===== src/rtl/nibble_serial_adder_ctrl.sv =====
// Bit-serial (nibble-serial) add/subtract sequencer wrapped around an external
// combinational 4-bit adder stage; one nibble per cycle, LSB nibble first.
module nibble_serial_adder_ctrl #(
    parameter int NIBBLES = 4,
    localparam int W  = 4 * NIBBLES,
    localparam int IW = (NIBBLES > 1) ? $clog2(NIBBLES) : 1
) (
    input  logic         clk,
    input  logic         rst_n,
    // Handshakes: a transfer happens on a rising edge where valid && ready.
    // Valid must be held until the transfer. in_ready is high only in IDLE and
    // out_valid only in DONE, so an accept never coincides with a result hand-off.
    input  logic         in_valid,
    output logic         in_ready,
    input  logic [W-1:0] op_a,
    input  logic [W-1:0] op_b,
    input  logic         op_sub,
    output logic         out_valid,
    input  logic         out_ready,
    output logic [W-1:0] result,
    output logic         carry_out,
    output logic         overflow,
    output logic [3:0]   add_a,
    output logic [3:0]   add_b,
    output logic         add_cin,
    input  logic [3:0]   add_sum,
    input  logic         add_cout,
    input  logic         add_v,
    output logic [1:0]   dbg_state
);

    typedef enum logic [1:0] {
        S_IDLE = 2'd0,
        S_RUN  = 2'd1,
        S_DONE = 2'd2
    } state_t;

    state_t        state_q, state_d;
    logic [IW-1:0] idx_q, idx_d;
    logic [W-1:0]  a_q, a_d;
    logic [W-1:0]  b_q, b_d;
    logic          sub_q, sub_d;
    logic          carry_q, carry_d;
    logic [W-1:0]  result_q, result_d;
    logic          cout_q, cout_d;
    logic          ovf_q, ovf_d;
    logic [IW+1:0] nib_base;

    assign nib_base = {idx_q, 2'b00};

    always_ff @(posedge clk or negedge rst_n) begin
        if (!rst_n) begin
            state_q  <= S_IDLE;
            idx_q    <= '0;
            a_q      <= '0;
            b_q      <= '0;
            sub_q    <= 1'b0;
            carry_q  <= 1'b0;
            result_q <= '0;
            cout_q   <= 1'b0;
            ovf_q    <= 1'b0;
        end else begin
            state_q  <= state_d;
            idx_q    <= idx_d;
            a_q      <= a_d;
            b_q      <= b_d;
            sub_q    <= sub_d;
            carry_q  <= carry_d;
            result_q <= result_d;
            cout_q   <= cout_d;
            ovf_q    <= ovf_d;
        end
    end

    always_comb begin
        state_d  = state_q;
        idx_d    = idx_q;
        a_d      = a_q;
        b_d      = b_q;
        sub_d    = sub_q;
        carry_d  = carry_q;
        result_d = result_q;
        cout_d   = cout_q;
        ovf_d    = ovf_q;
        in_ready  = 1'b0;
        out_valid = 1'b0;
        add_a     = 4'h0;
        add_b     = 4'h0;
        add_cin   = 1'b0;

        case (state_q)
            S_IDLE: begin
                in_ready = 1'b1;
                if (in_valid) begin
                    a_d     = op_a;
                    b_d     = op_b;
                    sub_d   = op_sub;
                    idx_d   = '0;
                    // Subtract is A + ~B + 1: the +1 enters as the first carry-in.
                    carry_d = op_sub;
                    state_d = S_RUN;
                end
            end
            S_RUN: begin
                add_a   = a_q[nib_base +: 4];
                add_b   = b_q[nib_base +: 4] ^ {4{sub_q}};
                add_cin = carry_q;
                result_d[nib_base +: 4] = add_sum;
                carry_d = add_cout;
                if (idx_q == IW'(NIBBLES - 1)) begin
                    // Only the top nibble's v reflects signed overflow of the full word.
                    cout_d  = add_cout;
                    ovf_d   = add_v;
                    idx_d   = '0;
                    state_d = S_DONE;
                end else begin
                    idx_d = idx_q + IW'(1);
                end
            end
            S_DONE: begin
                out_valid = 1'b1;
                if (out_ready) begin
                    state_d = S_IDLE;
                end
            end
            default: begin
                state_d = S_IDLE;
            end
        endcase
    end

    assign result    = result_q;
    assign carry_out = cout_q;
    assign overflow  = ovf_q;
    assign dbg_state = state_q;

endmodule


===== config.mk =====
export PLATFORM = sky130hd
export DESIGN_NAME = nibble_serial_adder_ctrl
export DESIGN_NICKNAME = d
export VERILOG_FILES = /design/src/rtl/nibble_serial_adder_ctrl.sv
export SDC_FILE = /design/constraint.sdc
export NUM_CORES = 1
export LEC_CHECK = 0
export BUFFER_PORTS_ARGS = -buffer_cell sky130_fd_sc_hd__buf_2
export CORE_MARGIN = 1
export CORE_UTILIZATION = 46
export DETAILED_ROUTE_END_ITERATION = 8
export GPL_TIMING_DRIVEN = 0
export PLACE_DENSITY = 0.85
export SLEW_MARGIN = 20
export SYNTH_ARGS = -nofsm -noshare
export SYNTH_HDL_FRONTEND = slang
export SYNTH_SLANG_ARGS = --single-unit

===== constraint.sdc =====
create_clock -name clk -period 1.8 [get_ports clk]
set_input_delay 0.36 -clock clk [delete_from_list [all_inputs] [get_ports clk]]
set_output_delay 0.36 -clock clk [all_outputs]
set_load 0.02 [all_outputs]

==> results of run 1 <==
==> metrics by stage <==
stage	hold WS, ns	setup slack [ns]
final	0.0947	-0.313
after global routing	0.135	-0.441
after CTS	0.113	-0.347
after detailed placement	0.450	-0.264
after global placement	0.460	-0.223
after floorplan	0.0644	0.00672
==> metal layers <==
| layer | track usage | part of all wire | routed length (um) |
|---|---|---|---|
| met1 | 0.231 | 0.42 | 2150 |
| met5 | 0 | 0 | 0 |
| met2 | 0.336 | 0.51 | 2640 |
| met4 | 0.0750 | 0.013 | 68 |
| met3 | 0.0467 | 0.058 | 297 |
==> critical path: cells and delay by family, from the launching register on <==
family	cells	cell delay, ns
xor+xnor	1	0.14
buf+inv	2	0.30
flops	1	0.37
simple gates	1	0.12
mux	1	0.51
==> layout by cell type (no fill, tap or decap), drive strengths merged <==
cell type | Yosys | layout
clkinvlp | 0 | 1
nand3 | 3 | 3
mux4 | 8 | 8
a22o | 14 | 14
o41ai | 2 | 2
ha | 5 | 5
nor3 | 1 | 1
o221ai | 1 | 1
nor2 | 8 | 8
nand2b | 2 | 2
nor2b | 4 | 4
nor4b | 3 | 3
o31ai | 1 | 1
o21ai | 5 | 5
xnor2 | 4 | 4
clkbuf | 3 | 7
dfrtp | 56 | 56
nand2 | 5 | 5
nand3b | 5 | 5
or3b | 1 | 1
inv | 7 | 7
buf | 7 | 91
clkinv | 0 | 1
mux2 | 33 | 33
==> worst paths after layout <==
path | startpoint | end | slack [ns] | depth (start not counted)
worst min register to register | result[12] | result[12] | 0.48 | 2
worst max-delay path | idx_q[0] | add_b[1] | -0.31 | 5
min in group clk | out_ready | dbg_state[1] | 0.26 | 2
worst max register to register | idx_q[0] | result[11] | 0.02 | 8
worst min-delay path | rst_n | result[14] | 0.09 | 1
max in group asynchronous | rst_n | dbg_state[1] | 1.22 | 1
==> layout make-up <==
class	instances	area share
inverter	7	0.0102
clock buffer	5	0.0208
multi-input combinational	105	0.342
buffer	10	0.0280
sequential	56	0.424
tap	70	0.0265
clock inverter	2	0.00378
timing repair buffer	83	0.145
==> cell usage after synthesis (2+ instances only) <==
master	instances	area (um^2)
nor4b_1	3	26.3
o21ai_0	5	25.0
nor2b_1	4	25.0
o41ai_1	2	17.5
nor2_1	8	30.0
mux4_2	8	180
nand2_1	5	18.8
mux2_4	3	45.0
xnor2_1	4	35.0
mux2_2	30	338
dfrtp_1	56	1400
nand3b_1	5	37.5
nand2b_1	2	12.5
a22o_1	14	123
buf_2	2	10.0
nand3_1	3	15.0
inv_1	7	26.3
ha_1	5	62.6
clkbuf_1	3	11.3
buf_6	4	45.0
==> sequential cells by signal, indices dropped and copies added, names as in the netlist <==
name and cells:
a_q 16, b_q 16, carry_out 1, carry_q 1, dbg_state 2, idx_q 2, overflow 1, result 16
sub_q 1
==> power groups by stage <==
stage / combinational [W] / clock [W] / sequential (W)
3_3_place_gp: 0.00297 / 0 / 0.00215
3_5_place_dp: 0.00305 / 0 / 0.00220
5_1_grt: 0.00401 / 0.000727 / 0.00224
2_1_floorplan: 0.00208 / 0 / 0.00232
6_report: 0.00371 / 0.000637 / 0.00216
4_1_cts: 0.00342 / 0.000662 / 0.00217
==> repair_timing <==
item / in CTS / in global routing
gates cloned: 0 / 0
setup endpoints to repair: 24 / 24
pin swaps: 9 / 13
resized for setup: 20 / 21
buffers inserted: 7 / 3
hold endpoints to repair: 0 / 0
hold buffers: 0 / 0
==> kinds of logic after synthesis <==
group	after synthesis	share of synthesized area
DFF	56	0.555
muxes	41	0.223
and+or+nand+nor	32	0.0719
AOI/OAI and AO/OA	23	0.0719
buffers and inverters	17	0.0396
adders and majority gates	5	0.0248
xor gates and xnor gates	4	0.0139
==> results.sh, run 1 <==
export IMPL_rsz0062_at_grt="yes"
export IMPL_antenna_found_initial=0
export IMPL_finalPower_w=0.00651
export IMPL_stdcell_count=338
export IMPL_start_util=0.485
export IMPL_multiInputGateArea_um2=1130
export IMPL_end_kind="output port"
export IMPL_drtAntennaViolNets=0
export IMPL_vias=1770
export IMPL_fin_crit_sh=1.17
export IMPL_switching_power_w=0.00247
export IMPL_fmax_mhz=473
export IMPL_cts_buffers=5
export IMPL_pwr_share_comb=0.570
export IMPL_syn_inst=178
export IMPL_io_pins=74
export IMPL_path_clk_slew_ns=0.09
export IMPL_max_cap_viol_count=0
export IMPL_clock_latency_ns=0.30
export IMPL_critical_path_max_fanout=6
export IMPL_layout_nets=316
export IMPL_detail_route_wl_per_cell_um=15.3
export IMPL_p_seq_frac=0.332
export IMPL_async_flop_share=1.00
export IMPL_finalWeightedCongestion=0.758
export IMPL_worst_pin_slew_ns=0.684
export IMPL_arrival_ns=1.75
export IMPL_avgSynthCellArea_um2=14.2
export IMPL_crit_slowest_cell="mux4_2"
export IMPL_yosysSeqAreaShare=0.555
export IMPL_synth_cell_types=25
export IMPL_switching_share=0.379
export IMPL_max_slew_margin_rel=0.544
export IMPL_clkPwrFrac=0.098
export IMPL_peakVddDrop_mv=1.19
export IMPL_synth_edf_count=0
export IMPL_die_area_um2=5790
export IMPL_worstPathRequired_ns=1.44
export IMPL_crit_chain="buf_6, mux4_2, xnor2_1, nor2_1, buf_4"
export IMPL_place_inst=321
export IMPL_internal_power_w=0.00404
export IMPL_drt_first_pass_iters=4
export IMPL_cts_tree="done"
export IMPL_area_growth_pct=31.0
export IMPL_finalHoldViolCount=0
export IMPL_fin_crit_ns=2.11
export IMPL_outcome="finished with violations"
export IMPL_grt_max_degree=57
export IMPL_grt_overflow=0
export IMPL_setup_viol=8
export IMPL_seqCellArea_um2=1400
export IMPL_synthesis_area_um2=2520
export IMPL_wirelength_mm=5.16
export IMPL_grt_pass1_vias=1846
export IMPL_die_x_um=76.1
export IMPL_antenna_cells=0
export IMPL_start_kind="flip-flop"
export IMPL_dpl_instance_area_um2=3000
export IMPL_hold_path_class="in -> async"
export IMPL_grt_usage=0.193
export IMPL_drv_slew=0
export IMPL_postLayoutCoreUtil=0.635
export IMPL_initialDrtViolationCount=39
export IMPL_drive_gt1_frac=0.578
export IMPL_violations="setup timing"
export IMPL_ys_flop_type="dfrtp_1"
export IMPL_worst_slack_ns=-0.313
export IMPL_port_buffers=73
export IMPL_core_um2=5200
export IMPL_ys_warn_count=0
export IMPL_cts_sinks=56
export IMPL_dp_final_hpwl_mm=3.64
export IMPL_die_h_um=76.1
export IMPL_setup_tns_ns=-2.33
export IMPL_fin_area_um2=3310
export IMPL_vias_per_cell=5.24
export IMPL_drcViolationCount=0
export IMPL_rows=26
export IMPL_root_buffer="clkbuf_8"
export IMPL_finClkSkew_ns=0.00474
export IMPL_ys_seq_elements=56
export IMPL_cts_buffer_depth=2
export IMPL_grt_pass1_wl_mm=8.60
export IMPL_power_density_nw_per_um2=1970
export IMPL_worstSetupPathType="reg -> out"
export IMPL_fillers=417
export IMPL_p_leak_nw=1.60
export IMPL_synthesis_nets=226
export IMPL_htree_levels=2
export IMPL_cpPeakStageDelay_ns=0.51
Note: power is estimated with default switching activity, not from simulation.
==> run 2, diff against run 1 <==
- CORE_UTILIZATION: 46 -> 51
- PLACE_DENSITY: 0.85 -> 0.89
- clock period: 1.8 -> 2.4 ns (I/O delays scaled with it)
==> results.sh, run 2 (same netlist as run 1, synthesis figures left out) <==
export IMPL_cts_sinks=56
export IMPL_vias=1726
export IMPL_root_buffer="clkbuf_8"
export IMPL_fmax_mhz=436
export IMPL_start_kind="flip-flop"
export IMPL_r2r_cells=6
export IMPL_detail_route_wl_per_cell_um=15.1
export IMPL_finalHoldViolCount=0
export IMPL_die_area_um2=5240
export IMPL_hold_path_class="in -> async"
export IMPL_die_x_um=72.4
export IMPL_initialDrtViolationCount=107
export IMPL_grt_pass1_vias=1744
export IMPL_core_um2=4750
export IMPL_antenna_cells=0
export IMPL_reg2reg_from="idx_q[1]"
export IMPL_path_clk_slew_ns=0.09
export IMPL_stdcell_count=327
export IMPL_cts_buffers=5
export IMPL_antenna_found_initial=0
export IMPL_final_cell_mix="buf_2, dfrtp_1, mux2_2"
export IMPL_cts_tree="done"
export IMPL_port_buffers=73
export IMPL_fin_crit_sh=0.956
export IMPL_rr_endpoint="result[11]"
export IMPL_layout_nets=308
export IMPL_ff2ff_setup_slack_ns=0.16
export IMPL_fin_crit_ns=2.29
export IMPL_grt_usage=0.206
export IMPL_worst_pin_slew_ns=0.694
export IMPL_grt_pass1_wl_mm=8.11
export IMPL_finalWeightedCongestion=0.783
export IMPL_end_kind="output port"
export IMPL_critical_path_max_fanout=10
export IMPL_io_pins=74
export IMPL_power_density_nw_per_um2=1430
export IMPL_fin_area_um2=3100
export IMPL_max_slew_margin_rel=0.531
export IMPL_setup_viol=0
export IMPL_cts_buffer_depth=2
export IMPL_drv_slew=0
export IMPL_grt_overflow=0
export IMPL_drt_first_pass_iters=4
export IMPL_clock_latency_ns=0.30
export IMPL_grt_max_degree=57
export IMPL_rsz0062_at_grt="no"
export IMPL_vias_per_cell=5.28
export IMPL_drive_gt1_frac=0.508
export IMPL_worstSetupPathType="reg -> out"
export IMPL_p_leak_nw=1.52
export IMPL_htree_levels=2
export IMPL_peakVddDrop_mv=0.767
export IMPL_drcViolationCount=0
export IMPL_drtAntennaViolNets=0
export IMPL_dp_final_hpwl_mm=3.59
export IMPL_arrival_ns=1.81
export IMPL_worstPathRequired_ns=1.92
export IMPL_max_cap_viol_count=0
export IMPL_final_common_cell="buf_2"
export IMPL_ctsHoldBuffers=0
export IMPL_finClkSkew_ns=0.00616
export IMPL_area_growth_pct=22.6
export IMPL_outcome="complete, no violations"
export IMPL_rows=25
export IMPL_place_inst=318
export IMPL_start_util=0.531
export IMPL_die_h_um=72.4
export IMPL_wirelength_mm=4.95
export IMPL_dpl_instance_area_um2=2980
run 2: cell types whose count changed in the layout (fill, tap and decap cells not counted), sizes merged:
cell	delta
clkinv	-1
clkbuf	+3
buf	-9
clkinvlp	-1
run 2: how the worst max path moves through the flow:
stage          cells after the start          to  slack (ns)  startpoint
3_3_place_gp                       6  result[10]        0.04    idx_q[1]
3_5_place_dp                       6  result[11]       -0.04    idx_q[1]
5_1_grt                            6   result[9]       0.009    idx_q[1]
2_1_floorplan                      6  result[10]        0.45    idx_q[1]
4_1_cts                            5    add_a[2]        0.02    idx_q[0]
6_report                           5    add_a[0]        0.11    idx_q[0]
run 2: where the power goes:
part | internal, W | leakage [nW] | total [W] | switching (W)
Clock | 0.000257 | 0.0503 | 0.000532 | 0.000275
Combinational | 0.00112 | 0.780 | 0.00229 | 0.00116
Sequential | 0.00139 | 0.694 | 0.00162 | 0.000235
Total | 0.00277 | 1.52 | 0.00444 | 0.00167
run 2: layer usage:
layer	track usage	routed length, um	share of wire
met1	0.251	2080	0.42
met2	0.350	2590	0.52
met3	0.0458	175	0.035
met4	0.0915	102	0.021
met5	0	0	0
run 2: final cells by class:
type	instances	area, um^2
repair buffers	75	383
well taps	67	83.8
clock buffers	7	96.3
fillers	386	1660
inverters	7	26.3
flip-flops and latches	56	1400
multi-input cells	105	1020
plain buffers	10	82.6
run 2: stage by stage:
step | util | setup TNS (ns) | power [W] | hold slack [ns] | setup WS (ns)
detailed placement | 0.626 | -0.138 | 0.00391 | 0.467 | -0.0414
global placement | 0.626 | 0 | 0.00382 | 0.460 | 0.0390
finish | 0.651 | 0 | 0.00444 | 0.218 | 0.106
CTS | 0.647 | 0 | 0.00445 | 0.235 | 0.0188
floorplan | - | 0 | 0.00328 | 0.184 | 0.450
global route | 0.651 | 0 | 0.00473 | 0.274 | 0.00871
run 2: timing repair:
item | 4_1_cts | 5_1_grt
gates resized for setup | 1 | 2
buffers inserted | 0 | 2
setup endpoints to repair | 8 | 7
run 2: critical path, cell delays in order (launching register included):
cell and delay, ns:
dfrtp_1 0.40, buf_6 0.17, buf_8 0.15, mux4_2 0.48
nor2b_1 0.15, buf_2 0.17
